$ cat config.mk
export PLATFORM = sky130hd
export DESIGN_NAME = nios_ram_arbiter
export DESIGN_NICKNAME = d
export VERILOG_FILES = /design/src/rtl/nios_ram_arbiter.sv
export SDC_FILE = /design/constraint.sdc
export NUM_CORES = 1
export LEC_CHECK = 0
export CAP_MARGIN = 15
export CORE_AREA = 3 3 97 99
export CTS_BUF_LIST = sky130_fd_sc_hd__clkbuf_8
export DETAILED_ROUTE_END_ITERATION = 8
export DIE_AREA = 0 0 100 102
export PLACE_DENSITY = 0.7
export REMOVE_ABC_BUFFERS = 1
export SYNTH_ARGS = -nofsm -noshare
export SYNTH_HDL_FRONTEND = slang
export SYNTH_SLANG_ARGS = --single-unit
export TNS_END_PERCENT = 1
$ cat constraint.sdc
create_clock -name clk -period 2 [get_ports clk]
set_input_delay 0.4 -clock clk [delete_from_list [all_inputs] [get_ports clk]]
set_output_delay 0.4 -clock clk [all_outputs]
set_load 0.03 [all_outputs]
$ cat src/rtl/nios_ram_arbiter.sv
// Two-master round-robin arbiter in front of a single-port synchronous RAM.
// Reads return with a fixed one-cycle latency, tagged back to the issuing master.
module nios_ram_arbiter #(
   parameter int unsigned ADDR_W = 11,
   parameter int unsigned DATA_W = 32
) (
   input  logic                  clk,
   input  logic                  reset,
   input  logic [ADDR_W-1:0]     m0_address,
   input  logic                  m0_read,
   input  logic                  m0_write,
   input  logic [DATA_W/8-1:0]   m0_byteenable,
   input  logic [DATA_W-1:0]     m0_writedata,
   output logic                  m0_waitrequest,
   output logic [DATA_W-1:0]     m0_readdata,
   output logic                  m0_readdatavalid,
   input  logic [ADDR_W-1:0]     m1_address,
   input  logic                  m1_read,
   input  logic                  m1_write,
   input  logic [DATA_W/8-1:0]   m1_byteenable,
   input  logic [DATA_W-1:0]     m1_writedata,
   output logic                  m1_waitrequest,
   output logic [DATA_W-1:0]     m1_readdata,
   output logic                  m1_readdatavalid,
   output logic [ADDR_W-1:0]     ram_address,
   output logic [DATA_W/8-1:0]   ram_byteenable,
   output logic [DATA_W-1:0]     ram_writedata,
   output logic                  ram_chipselect,
   output logic                  ram_write,
   output logic                  ram_clken,
   input  logic [DATA_W-1:0]     ram_readdata
);

   localparam int unsigned BE_W = DATA_W / 8;

   // last_grant_r: 0 = m0 was granted last, 1 = m1 was granted last
   logic              last_grant_r;
   logic              tag_valid_r;
   logic              tag_owner_r;
   logic [ADDR_W-1:0] addr_hold_r;

   logic              req0_s;
   logic              req1_s;
   logic              gnt0_s;
   logic              gnt1_s;
   logic              gnt_any_s;
   logic              gnt_write_s;

   // Request decode and round-robin grant; nothing is granted while in reset
   always_comb begin
      req0_s = (m0_read | m0_write) & ~reset;
      req1_s = (m1_read | m1_write) & ~reset;
      if (req0_s && req1_s) begin
         gnt0_s = last_grant_r;
         gnt1_s = ~last_grant_r;
      end else begin
         gnt0_s = req0_s;
         gnt1_s = req1_s;
      end
      gnt_any_s = gnt0_s | gnt1_s;
   end

   // Wait-request generation: losers of contention stall, everyone stalls in reset
   always_comb begin
      if (reset) begin
         m0_waitrequest = 1'b1;
         m1_waitrequest = 1'b1;
      end else begin
         m0_waitrequest = req0_s & ~gnt0_s;
         m1_waitrequest = req1_s & ~gnt1_s;
      end
   end

   // RAM port mux; a read-and-write request is handled as a write
   always_comb begin
      if (gnt1_s) begin
         ram_address    = m1_address;
         ram_byteenable = m1_write ? m1_byteenable : {BE_W{1'b1}};
         ram_writedata  = m1_writedata;
         gnt_write_s    = m1_write;
      end else if (gnt0_s) begin
         ram_address    = m0_address;
         ram_byteenable = m0_write ? m0_byteenable : {BE_W{1'b1}};
         ram_writedata  = m0_writedata;
         gnt_write_s    = m0_write;
      end else begin
         ram_address    = addr_hold_r;
         ram_byteenable = {BE_W{1'b1}};
         ram_writedata  = {DATA_W{1'b0}};
         gnt_write_s    = 1'b0;
      end
      ram_chipselect = gnt_any_s;
      ram_write      = gnt_write_s;
      ram_clken      = ~reset;
   end

   // Grant history, read-return tag and idle address hold
   always_ff @(posedge clk or posedge reset) begin
      if (reset) begin
         last_grant_r <= 1'b1;
         tag_valid_r  <= 1'b0;
         tag_owner_r  <= 1'b0;
         addr_hold_r  <= {ADDR_W{1'b0}};
      end else begin
         tag_valid_r <= gnt_any_s & ~gnt_write_s;
         tag_owner_r <= gnt1_s;
         if (gnt_any_s) begin
            last_grant_r <= gnt1_s;
            addr_hold_r  <= ram_address;
         end else begin
            last_grant_r <= last_grant_r;
            addr_hold_r  <= addr_hold_r;
         end
      end
   end

   // Read data is shared; only the valid strobe identifies the owner
   always_comb begin
      m0_readdata      = ram_readdata;
      m1_readdata      = ram_readdata;
      m0_readdatavalid = tag_valid_r & ~tag_owner_r;
      m1_readdatavalid = tag_valid_r & tag_owner_r;
   end

endmodule

Word-level counts from Yosys, hierarchy flattened
Cells that the tools add are included.
Operators by class
  $add $sub $neg: 0
  multipliers: 0
  div/mod/pow operators: 0
  $lt $le $gt $ge: 0
  equal/unequal tests: 0
  shift operators: 0
  multiplexer cells: 14
  bitwise gates (word level): 16
  reductions and logical operators: 1
Operator list (count)
  $mux W32: 2
  $mux W11: 2
  $mux W4: 4
  $and A1 B1 Y1: 7
  $mux W1: 6
  $not A1 Y1: 6
  $or A1 B1 Y1: 3
  $logic_and A1 B1 Y1: 1
Word-level totals
  register bits: 14
  bits in latches: 0
  bits in writable memories: 0
  memory bits (read-only): 0
  bits of input ports: 132
  output and inout bits: 118
  memories kept: 0

Logic depth before layout (Yosys ltp)
  depth in word-level cells: 8
  depth in mapped cells: 5
  depth with buffers taken out: 3

Worst setup path after synthesis
Ideal clock, no wire load.
  kind: input port to output port
  start point: input reset
  end point: output ram_byteenable[0]
  arrival: 1619 ps
  required time: 1600 ps
  path slack: -19 ps
  cell stages on the path: 5
  buffers on the path: 2
  cells stage by stage: buf_2 -> buf_2 -> inv_2 -> nand3_1 -> o22a_1
On the way
  longest elaborated chain between the ends: 6
  elaborated cells between the ends (all ways): 8
Ends and longest elaborated chain
  start, declared: RTL line 8  | input logic reset,
  $not A1 Y1 (*)
  via ram_clken: RTL line 30  | output logic ram_clken,
  $and A1 B1 Y1, on equally long branches: RTL line 51, 52
  $logic_and A1 B1 Y1: RTL line 53  | if (req0_s && req1_s) begin
  $mux W1: RTL line 53
  $mux W4: RTL line 81  | end else if (gnt0_s) begin
  $mux W4 (*): RTL line 76  | if (gnt1_s) begin
  end, declared: RTL line 26  | output logic [DATA_W/8-1:0] ram_byteenable,
Mark *: on every way through the listed nets, which the timed path passes. The rest lies on a longest branch.

Worst setup path after layout
  start point: register last_grant_r
  end point: output ram_address[3]
On the way
  longest elaborated chain between the ends: 3
  elaborated cells between the ends (all ways): 5
Ends and longest elaborated chain
  start, declared: RTL line 37  | logic last_grant_r;
  start signal, assigned: RTL line 108  | last_grant_r <= gnt1_s;
  start signal, assigned: RTL line 111  | last_grant_r <= last_grant_r;
  $mux W1 or $not A1 Y1 (tied branches): RTL line 53, 55
  $mux W11 or $mux W1 (tied branches): RTL line 81, 53
  $mux W11 (*): RTL line 76
  end, declared: RTL line 25  | output logic [ADDR_W-1:0] ram_address,
Mark *: on every way between the ends. The rest lies on a longest branch, timed or not.

==> metrics.yaml <==
run_status:
  status: "complete, but fails checks"
  failed_checks: "setup timing"
drt:
  firstDrtPassIters: 4
  route.detailed.drc: 0
  vias: 1922
  routed_wl_mm: 9.56
  viasPerCell: 4.78
  wl_per_cell_um: 23.8
  drt_iter0_markers: 66
  drtAntennaViolNets: 0
clock_tree:
  cts_buffers: 3
  clockBufferDepth: 2
  clk_pin_slew_ns: 0.06
  htree_levels: 1
  cts_root_buf: "clkbuf_8"
  postCtsHoldBufs: 0
  clock_latency_ns: 0.24
  tritoncts: "done"
  cts.sinks: 14
setup_path:
  path_class: "reg2out"
  end_kind: "output pin"
  path_max_fanout: 20
  worst-endpoint-required_ns: 1.60
  cpMaxStageDelayCell: "dfstp_2"
  crit_path_cell_trace: "o21ai_2 > nor3b_4 > buf_6 > buf_8 > a221o_1 > buf_12"
  critPathArrivalTime_ns: 1.81
  slowest_delay_ns: 0.57
  cp-start-kind: "flip-flop"
floorplanning:
  die_y_um: 102
  core_area_um2: 8640
  fp.dieW_um: 100
  ios: 250
  rows: 34
  start_util: 0.206
  die_area_um2: 10200
pwr:
  power_leakage_nw: 1.45
  powerDensity_nw_per_um2: 533
  finalPower_w: 0.00183
  ir_drop_mv: 0.219
timing:
  rsz0062_at_grt: "yes"
  final_max_slew_viol_count: 0
  fin_ws_ns: -0.214
  worst_pin_slew_ns: 0.376
  clock_skew_ns: 0.00898
  fmax_mhz: 452
  setup-violations-final: 43
  slew_headroom: 0.746
  fin_crit_sh: 1.11
  tns_ns: -7.06
  post-route-min-period_ns: 2.21
  hold_viol_final: 0
global_routing:
  grt_pass1_vias: 2026
  grt_pass1_wl_mm: 13.1
  grt_antenna_before_repair: 0
  grt_overflow: 0
  grt.total_usage: 0.171
  grt_start_max_net_pins: 33
synthesis:
  netlist_instances: 185
  synth_seq_cells: 14
  syn-cell-area_um2: 1780
  netlist_top_cells_area: "buf_4 29%, dfrtp_1 18%, a22o_1 16%, a221o_1 12%, nor4b_2 8.4%"
  seq_area_frac_synth: 0.197
  synth_top_cell_area_share: 0.287
  ys_types: 27
  ys.warnings.count: 0
  synth_area_leader_cell: "buf_4"
  synth.avg_cell_area_um2: 9.63
cells_and_area:
  drive_gt1_frac: 0.374
  post-route-util: 0.397
  nets: 427
  fillCellCount: 854
  multi_input_area_um2: 951
  antenna_cells: 0
  layout_commonest_cell: "clkdlybuf4s50_1"
  fin_cells: 402
  syn2layout_area_growth_pct: 92.6
  final_cell_mix: "96 x clkdlybuf4s50_1, 39 x buf_6, 31 x buf_4"
  seqCellArea_um2: 352
placement:
  gp_congestion: 0.756
  dp_hpwl_mm: 7.81
  placedCellCount: 395
  io_buffers: 153
  dp_slack_ns: -0.471
job:
  cap_violations: 0
min_path:
  min_path_type: "reg2reg"
[synthesized netlist by cell type]
cell type  instances
buf_4             68
nor4b_2           10
buf_6              4
o21ai_0            1
nand2b_1           1
nor3b_2            1
a221o_1           22
a31oi_1            1
nor2_1             1
dfrtp_1           13
nor3_2             1
a21oi_1            1
inv_2              2
nor2_2             1
nor4b_1            1
o22a_1             4
a22o_1            32
o21ai_1            2
buf_2              7
dfstp_2            1
inv_1              1
and2_1             2
nor2b_1            1
o21ba_2            1
a21o_1             3
o21bai_1           1
nand3_1            2
[power breakdown]
part	internal [W]	leakage (nW)	total [W]	switching, W
Clock	0.000136	0.0269	0.000234	0.0000981
Sequential	0.000329	0.171	0.000355	0.0000255
Combinational	0.000666	1.26	0.00124	0.000575
[cells by family after synthesis]
logic type	Yosys count	synth area share
buffers and inverters	82	0.338
AOI/OAI and AO/OA	68	0.338
and+or+nand+nor	21	0.127
DFF	14	0.197
[what timing repair did]
item,in CTS,in global routing
pin swaps,15,9
resized for setup,57,8
setup buffers,2,0
gates cloned,1,0
hold endpoints to repair,0,0
setup endpoints to repair,51,47
[layer usage]
metal  up-vias  global-route usage  wire (um)  share of wire
li1        870                   -          -              -
met1       935               0.212       3750           0.39
met2       109               0.236       4260           0.45
met3         6               0.140       1440           0.15
met4         2              0.0114         36         0.0038
met5         -              0.0625         70         0.0073
[registers in the layout, summed over array words and instances (netlist names)]
signal and count:
addr_hold_r 11, tag_owner_r 1, tag_valid_r 1, last_grant_r 1
[worst max-delay path: cells and delay by family (launching register included)]
kind	cells	cell delay (ns)
AND/OR/NAND/NOR	1	0.15
AO/OA/AOI/OAI	2	0.42
buffers and inverters	3	0.43
flip-flops	1	0.57
[final cells by class]
| class | instances | share of cell area |
|---|---|---|
| repair buffers | 184 | 0.564 |
| multi-input cells | 89 | 0.277 |
| flip-flops and latches | 14 | 0.102 |
| well taps | 108 | 0.0394 |
| clock buffers | 3 | 0.0120 |
| inverters | 3 | 0.00401 |
| clock inverters | 1 | 0.00109 |
[path summary, 6_finish.rpt]
check,start,endpoint,slack [ns],cells after the start
hold reg to reg,addr_hold_r[10],addr_hold_r[10],0.51,1
min in group asynchronous,reset,addr_hold_r[1],0.76,6
hold / removal,addr_hold_r[10],addr_hold_r[10],0.51,1
max in group asynchronous,reset,last_grant_r,1.03,6
setup / recovery,last_grant_r,ram_address[3],-0.21,6
setup reg to reg,last_grant_r,addr_hold_r[7],0.38,5
[through the flow]
step | instance area, um^2 | hold slack (ns)
floorplan | 1190 | 0.282
global placement | 3080 | 0.499
detailed placement | 3080 | 0.500
CTS | 3390 | 0.519
global route | 3430 | 0.528
finish | 3430 | 0.515
Power figures use the tool's default switching activity.
